`src/rtl/water_inlet_arbiter.sv`:
```
// Round-robin arbiter that shares one water inlet valve between N_REQ washer controllers.
// Each grant is capped at MAX_HOLD unpaused cycles and followed by a GAP_CYCLES valve-switching gap.
module water_inlet_arbiter #(
  parameter int N_REQ      = 4,
  parameter int CNT_W      = 16,
  parameter int MAX_HOLD   = 1000,
  parameter int GAP_CYCLES = 2,
  localparam int ID_W      = $clog2(N_REQ)
) (
  input  logic             clk,
  input  logic             reset,
  input  logic [N_REQ-1:0] req,
  input  logic             pause,
  output logic [N_REQ-1:0] grant,
  output logic [ID_W-1:0]  grant_id,
  output logic             valve_open,
  output logic [N_REQ-1:0] preempt,
  output logic             busy
);

  localparam logic [CNT_W-1:0] HOLD_LAST = CNT_W'(MAX_HOLD - 1);
  localparam logic [CNT_W-1:0] GAP_LAST  = CNT_W'(GAP_CYCLES - 1);
  localparam logic [ID_W-1:0]  RR_INIT   = ID_W'(N_REQ - 1);

  typedef enum logic [1:0] {IDLE, GRANT, GAP} state_t;

  state_t           state_q, state_d;
  logic [N_REQ-1:0] grant_q, grant_d;
  logic [N_REQ-1:0] preempt_q, preempt_d;
  logic [ID_W-1:0]  grant_id_q, grant_id_d;
  logic [ID_W-1:0]  rr_ptr_q, rr_ptr_d;
  logic [CNT_W-1:0] hold_cnt_q, hold_cnt_d;
  logic [CNT_W-1:0] gap_cnt_q, gap_cnt_d;

  logic             sel_found;
  logic [ID_W-1:0]  sel_idx;
  logic [ID_W-1:0]  cand;

  // Search starts just past the last owner, so it naturally ends up last in line.
  always_comb begin
    sel_found = 1'b0;
    sel_idx   = '0;
    cand      = '0;
    for (int off = 1; off <= N_REQ; off++) begin
      cand = ID_W'((int'(rr_ptr_q) + off) % N_REQ);
      if (!sel_found && req[cand]) begin
        sel_found = 1'b1;
        sel_idx   = cand;
      end
    end
  end

  always_comb begin
    state_d    = state_q;
    grant_d    = grant_q;
    preempt_d  = '0;
    grant_id_d = grant_id_q;
    rr_ptr_d   = rr_ptr_q;
    hold_cnt_d = hold_cnt_q;
    gap_cnt_d  = gap_cnt_q;
    case (state_q)
      IDLE: begin
        if (!pause && sel_found) begin
          grant_d    = N_REQ'(1) << sel_idx;
          grant_id_d = sel_idx;
          rr_ptr_d   = sel_idx;
          hold_cnt_d = '0;
          state_d    = GRANT;
        end
      end
      GRANT: begin
        if (!pause) begin
          // A dropped request wins over the hold limit: no preempt in that case.
          if (!req[grant_id_q]) begin
            grant_d   = '0;
            gap_cnt_d = '0;
            state_d   = GAP;
          end else if (hold_cnt_q == HOLD_LAST) begin
            grant_d   = '0;
            preempt_d = grant_q;
            gap_cnt_d = '0;
            state_d   = GAP;
          end else begin
            hold_cnt_d = hold_cnt_q + 1'b1;
          end
        end
      end
      GAP: begin
        if (!pause) begin
          gap_cnt_d = gap_cnt_q + 1'b1;
          if (gap_cnt_q == GAP_LAST) begin
            state_d = IDLE;
          end
        end
      end
      default: begin
        state_d = IDLE;
        grant_d = '0;
      end
    endcase
  end

  always_ff @(posedge clk or negedge reset) begin
    if (!reset) begin
      state_q    <= IDLE;
      grant_q    <= '0;
      preempt_q  <= '0;
      grant_id_q <= '0;
      rr_ptr_q   <= RR_INIT;
      hold_cnt_q <= '0;
      gap_cnt_q  <= '0;
    end else begin
      state_q    <= state_d;
      grant_q    <= grant_d;
      preempt_q  <= preempt_d;
      grant_id_q <= grant_id_d;
      rr_ptr_q   <= rr_ptr_d;
      hold_cnt_q <= hold_cnt_d;
      gap_cnt_q  <= gap_cnt_d;
    end
  end

  assign grant      = grant_q;
  assign grant_id   = grant_id_q;
  assign preempt    = preempt_q;
  assign valve_open = (|grant_q) & ~pause;
  assign busy       = (state_q != IDLE);

endmodule

```
`config.mk`:
```
export PLATFORM = sky130hd
export DESIGN_NAME = water_inlet_arbiter
export DESIGN_NICKNAME = d
export VERILOG_FILES = /design/src/rtl/water_inlet_arbiter.sv
export SDC_FILE = /design/constraint.sdc
export NUM_CORES = 1
export LEC_CHECK = 0
export ABC_AREA = 1
export BUFFER_PORTS_ARGS = -buffer_cell sky130_fd_sc_hd__buf_2
export CORE_MARGIN = 1.5
export CORE_UTILIZATION = 45
export CTS_CLUSTER_SIZE = 16
export DETAILED_ROUTE_END_ITERATION = 12
export HOLD_SLACK_MARGIN = 0.12
export REMOVE_ABC_BUFFERS = 1
export SLEW_MARGIN = 20
export SYNTH_ARGS = -nofsm -noshare
export SYNTH_HDL_FRONTEND = slang
export SYNTH_SLANG_ARGS = --single-unit
```
`constraint.sdc`:
```
create_clock -name clk -period 1.85 [get_ports clk]
set_input_delay 0.2775 -clock clk [delete_from_list [all_inputs] [get_ports clk]]
set_output_delay 0.2775 -clock clk [all_outputs]
set_load 0.02 [all_outputs]
```
==> flow_metrics.py <==
metrics = {
    "worst_hold_path": {
        "worst_hold_path.num_cells": 4,
        "min_from": "pause",
        "hp-class": "in2reg",
    },
    "worst_setup_path": {
        "cp_slowest_stage_delay_ns": 0.56,
        "cp_cell_sequence": "buf_2 > nand2_1 > nand3_2 > nand2_2 > nor2_8 > nand3_4 > nand2_8 > inv_2 > nand2_1 > o21ai_1",
        "slowest_stage": "dfstp_2",
        "worst_setup_path_end_kind": "flop",
        "arrival_ns": 1.96,
        "r2r_start": "rr_ptr_q[0]",
        "cpMostUsedCell": "nand2_1",
        "critical_path_required_ns": 2.05,
        "start_kind": "flop",
        "crit_path_start": "rr_ptr_q[0]",
        "crit_type": "reg2reg",
        "crit_fanout": 8,
        "reg2regPathDepth": 10,
    },
    "global_route": {
        "overflow": 0,
        "grt_pass1_vias": 2710,
        "grt_max_degree": 47,
        "antenna_found_initial": 0,
        "grt_pass1_wl_um": 12600,
        "grt_usage": 0.211,
    },
    "logic_synthesis": {
        "synth_top_area_frac": 0.350,
        "yosys.area.top_type": "dfrtp_1",
        "netlist_instances": 438,
        "ys_types": 34,
        "async_flop_share": 1.00,
        "synth_edf_count": 0,
        "synth_seq_cells": 46,
        "synth_area_per_cell_um2": 7.18,
        "ys.flop_type": "dfrtp_1",
        "synthTopCellsByArea": "dfrtp_1, nand2_1, nand3_1, nor2_1, nand2_2",
        "ys_seq_area_frac": 0.367,
        "ys.warnings.count": 0,
        "syn_area_um2": 3150,
    },
    "sta": {
        "setup_violations": 0,
        "worst_pin_slew_ns": 0.592,
        "min_period_over_period": 0.953,
        "finalMaxSlewViolations": 0,
        "max_freq_ghz": 0.567,
        "skew_ns": 0.0126,
        "fin_ws_ns": 0.0864,
        "finalHoldViolations": 0,
        "whs_ns": 0.363,
        "final.min_clock_period_ns": 1.76,
        "max_slew_margin": 0.606,
    },
    "drt": {
        "via_per_inst": 4.99,
        "drt_iter0_markers": 114,
        "routed_wirelength_um": 7290,
        "dr.pass1.iters": 4,
        "routedWlPerCell_um": 12.7,
        "drc": 0,
        "vias": 2873,
        "ant_nets": 0,
    },
    "layout": {
        "synthToLayoutAreaGrowth_pct": 16.1,
        "stdcell_area_um2": 3650,
        "final_common_cell": "nand2_1",
        "finalCoreUtilization": 0.538,
        "nets": 489,
        "final_layout_size_suffix_gt1_frac": 0.221,
        "most-common-layout-cells": "nand2_1, nor2_1, nand3_1, dfrtp_1, inv_1",
        "multi_input_area_um2": 1850,
        "insertedDiodeCount": 0,
        "regArea_um2": 1150,
        "nFillCells": 672,
    },
    "placed_design": {
        "dpl_cell_area_um2": 3400,
        "hpwl_um": 5210,
        "gp_congestion": 0.840,
        "port_buffers": 18,
        "post-place-ws_ns": 0.0303,
    },
    "clock_tree": {
        "cts_root_buffer": "clkbuf_8",
        "cts_tree": "built",
        "cts_buffers": 5,
        "clk_latency_ns": 0.31,
        "clockBufferDepth": 2,
        "numClockSinks": 46,
        "htree_levels": 2,
        "cts.clk_slew.worst_paths_ns": 0.10,
    },
    "power_and_ir_drop": {
        "netSwitchingFraction": 0.499,
        "leakagePower_nw": 1.74,
        "power_per_cell_area_nw_per_um2": 1250,
        "p_int_mw": 2.29,
        "combPwrFrac": 0.573,
        "seqPwrFrac": 0.286,
        "clockPowerShare": 0.141,
        "switchingPower_mw": 2.28,
        "ir_drop_uv": 848,
    },
    "floorplanning": {
        "fp.dieW_um": 86.6,
        "core-area_um2": 6790,
        "die_area_um2": 7500,
        "io_pins": 19,
        "fp.dieH_um": 86.6,
        "row_count": 30,
        "initial_utilization": 0.463,
    },
    "run": {
        "max_cap_viol_count": 0,
    },
    "outcome": {
        "status": "finished, final reports clean",
    },
}
[logic make-up after synthesis]
family	share of synthesized area
multiplexers	0.00318
AO/OA/AOI/OAI	0.0298
buffers and inverters	0.0771
adder cells (fa/ha/maj)	0.0119
XOR/XNOR	0.0501
AND/OR/NAND/NOR	0.461
flip-flops	0.367
[through the flow]
stage	total power, mW	cells	TNS [ns]
global route	4.93	576	-0.0413
global placement	3.55	560	0
CTS	4.24	569	0
finish	4.57	576	0
detailed placement	3.57	560	0
floorplan	2.99	431	0
[metal layers]
layer	wire length, µm	vias up	GRT usage
met5	0	-	0
met4	111	0	0.0704
met3	259	11	0.0333
met2	3510	50	0.353
met1	3400	1322	0.279
li1	-	1490	-
[final cells by class]
cell class / instances / area share
Tap cell: 96 / 0.0329
Multi-Input combinational cell: 343 / 0.507
Clock inverter: 3 / 0.00651
Sequential cell: 46 / 0.316
Inverter: 45 / 0.0483
Timing Repair Buffer: 38 / 0.0702
Clock buffer: 5 / 0.0188
[cells in the mapped netlist (all sizes together) (3+ instances only)]
| cell | instances |
|---|---|
| buf | 5 |
| nor4 | 3 |
| o21ai | 11 |
| xor2 | 16 |
| nor3 | 15 |
| nand3 | 48 |
| nand4 | 13 |
| inv | 44 |
| nor3b | 5 |
| nand2 | 159 |
| ha | 3 |
| nor2 | 56 |
| dfrtp | 44 |
| a21oi | 5 |
[registers in the layout, indices dropped and copies added (netlist names)]
register,cells
grant_id,2
gap_cnt_q,16
preempt,4
rr_ptr_q,2
hold_cnt_q,16
grant,4
state_q,2
[timing repair]
item	in CTS	in global routing
endpoints found under the setup margin	0	38
resized for setup	0	16
hold buffers	1	0
setup buffers	0	4
hold endpoints to repair	44	0
[final timing paths]
check | endpoint | slack [ns]
max in group asynchronous | gap_cnt_q[6] | 0.86
min in group asynchronous | preempt[2] | 0.56
worst min-delay path | hold_cnt_q[1] | 0.36
worst max register to register | grant_id[0] | 0.09
worst max-delay path | grant_id[0] | 0.09
worst min register to register | grant[3] | 0.52
[power by group through the flow]
stage	sequential, mW	clock (mW)	combinational [mW]
after CTS	1.33	0.675	2.23
after detailed placement	1.35	0	2.22
after floorplan	1.41	0	1.58
final	1.31	0.646	2.62
after global placement	1.35	0	2.20
after global routing	1.33	0.726	2.87
[worst max-delay path, delay by kind of cell, from the launching register on]
kind	cells	cell delay (ns)
simple gates	7	0.76
compound gates	1	0.07
buf+inv	2	0.25
flops	1	0.56
Power figures use the tool's default switching activity.
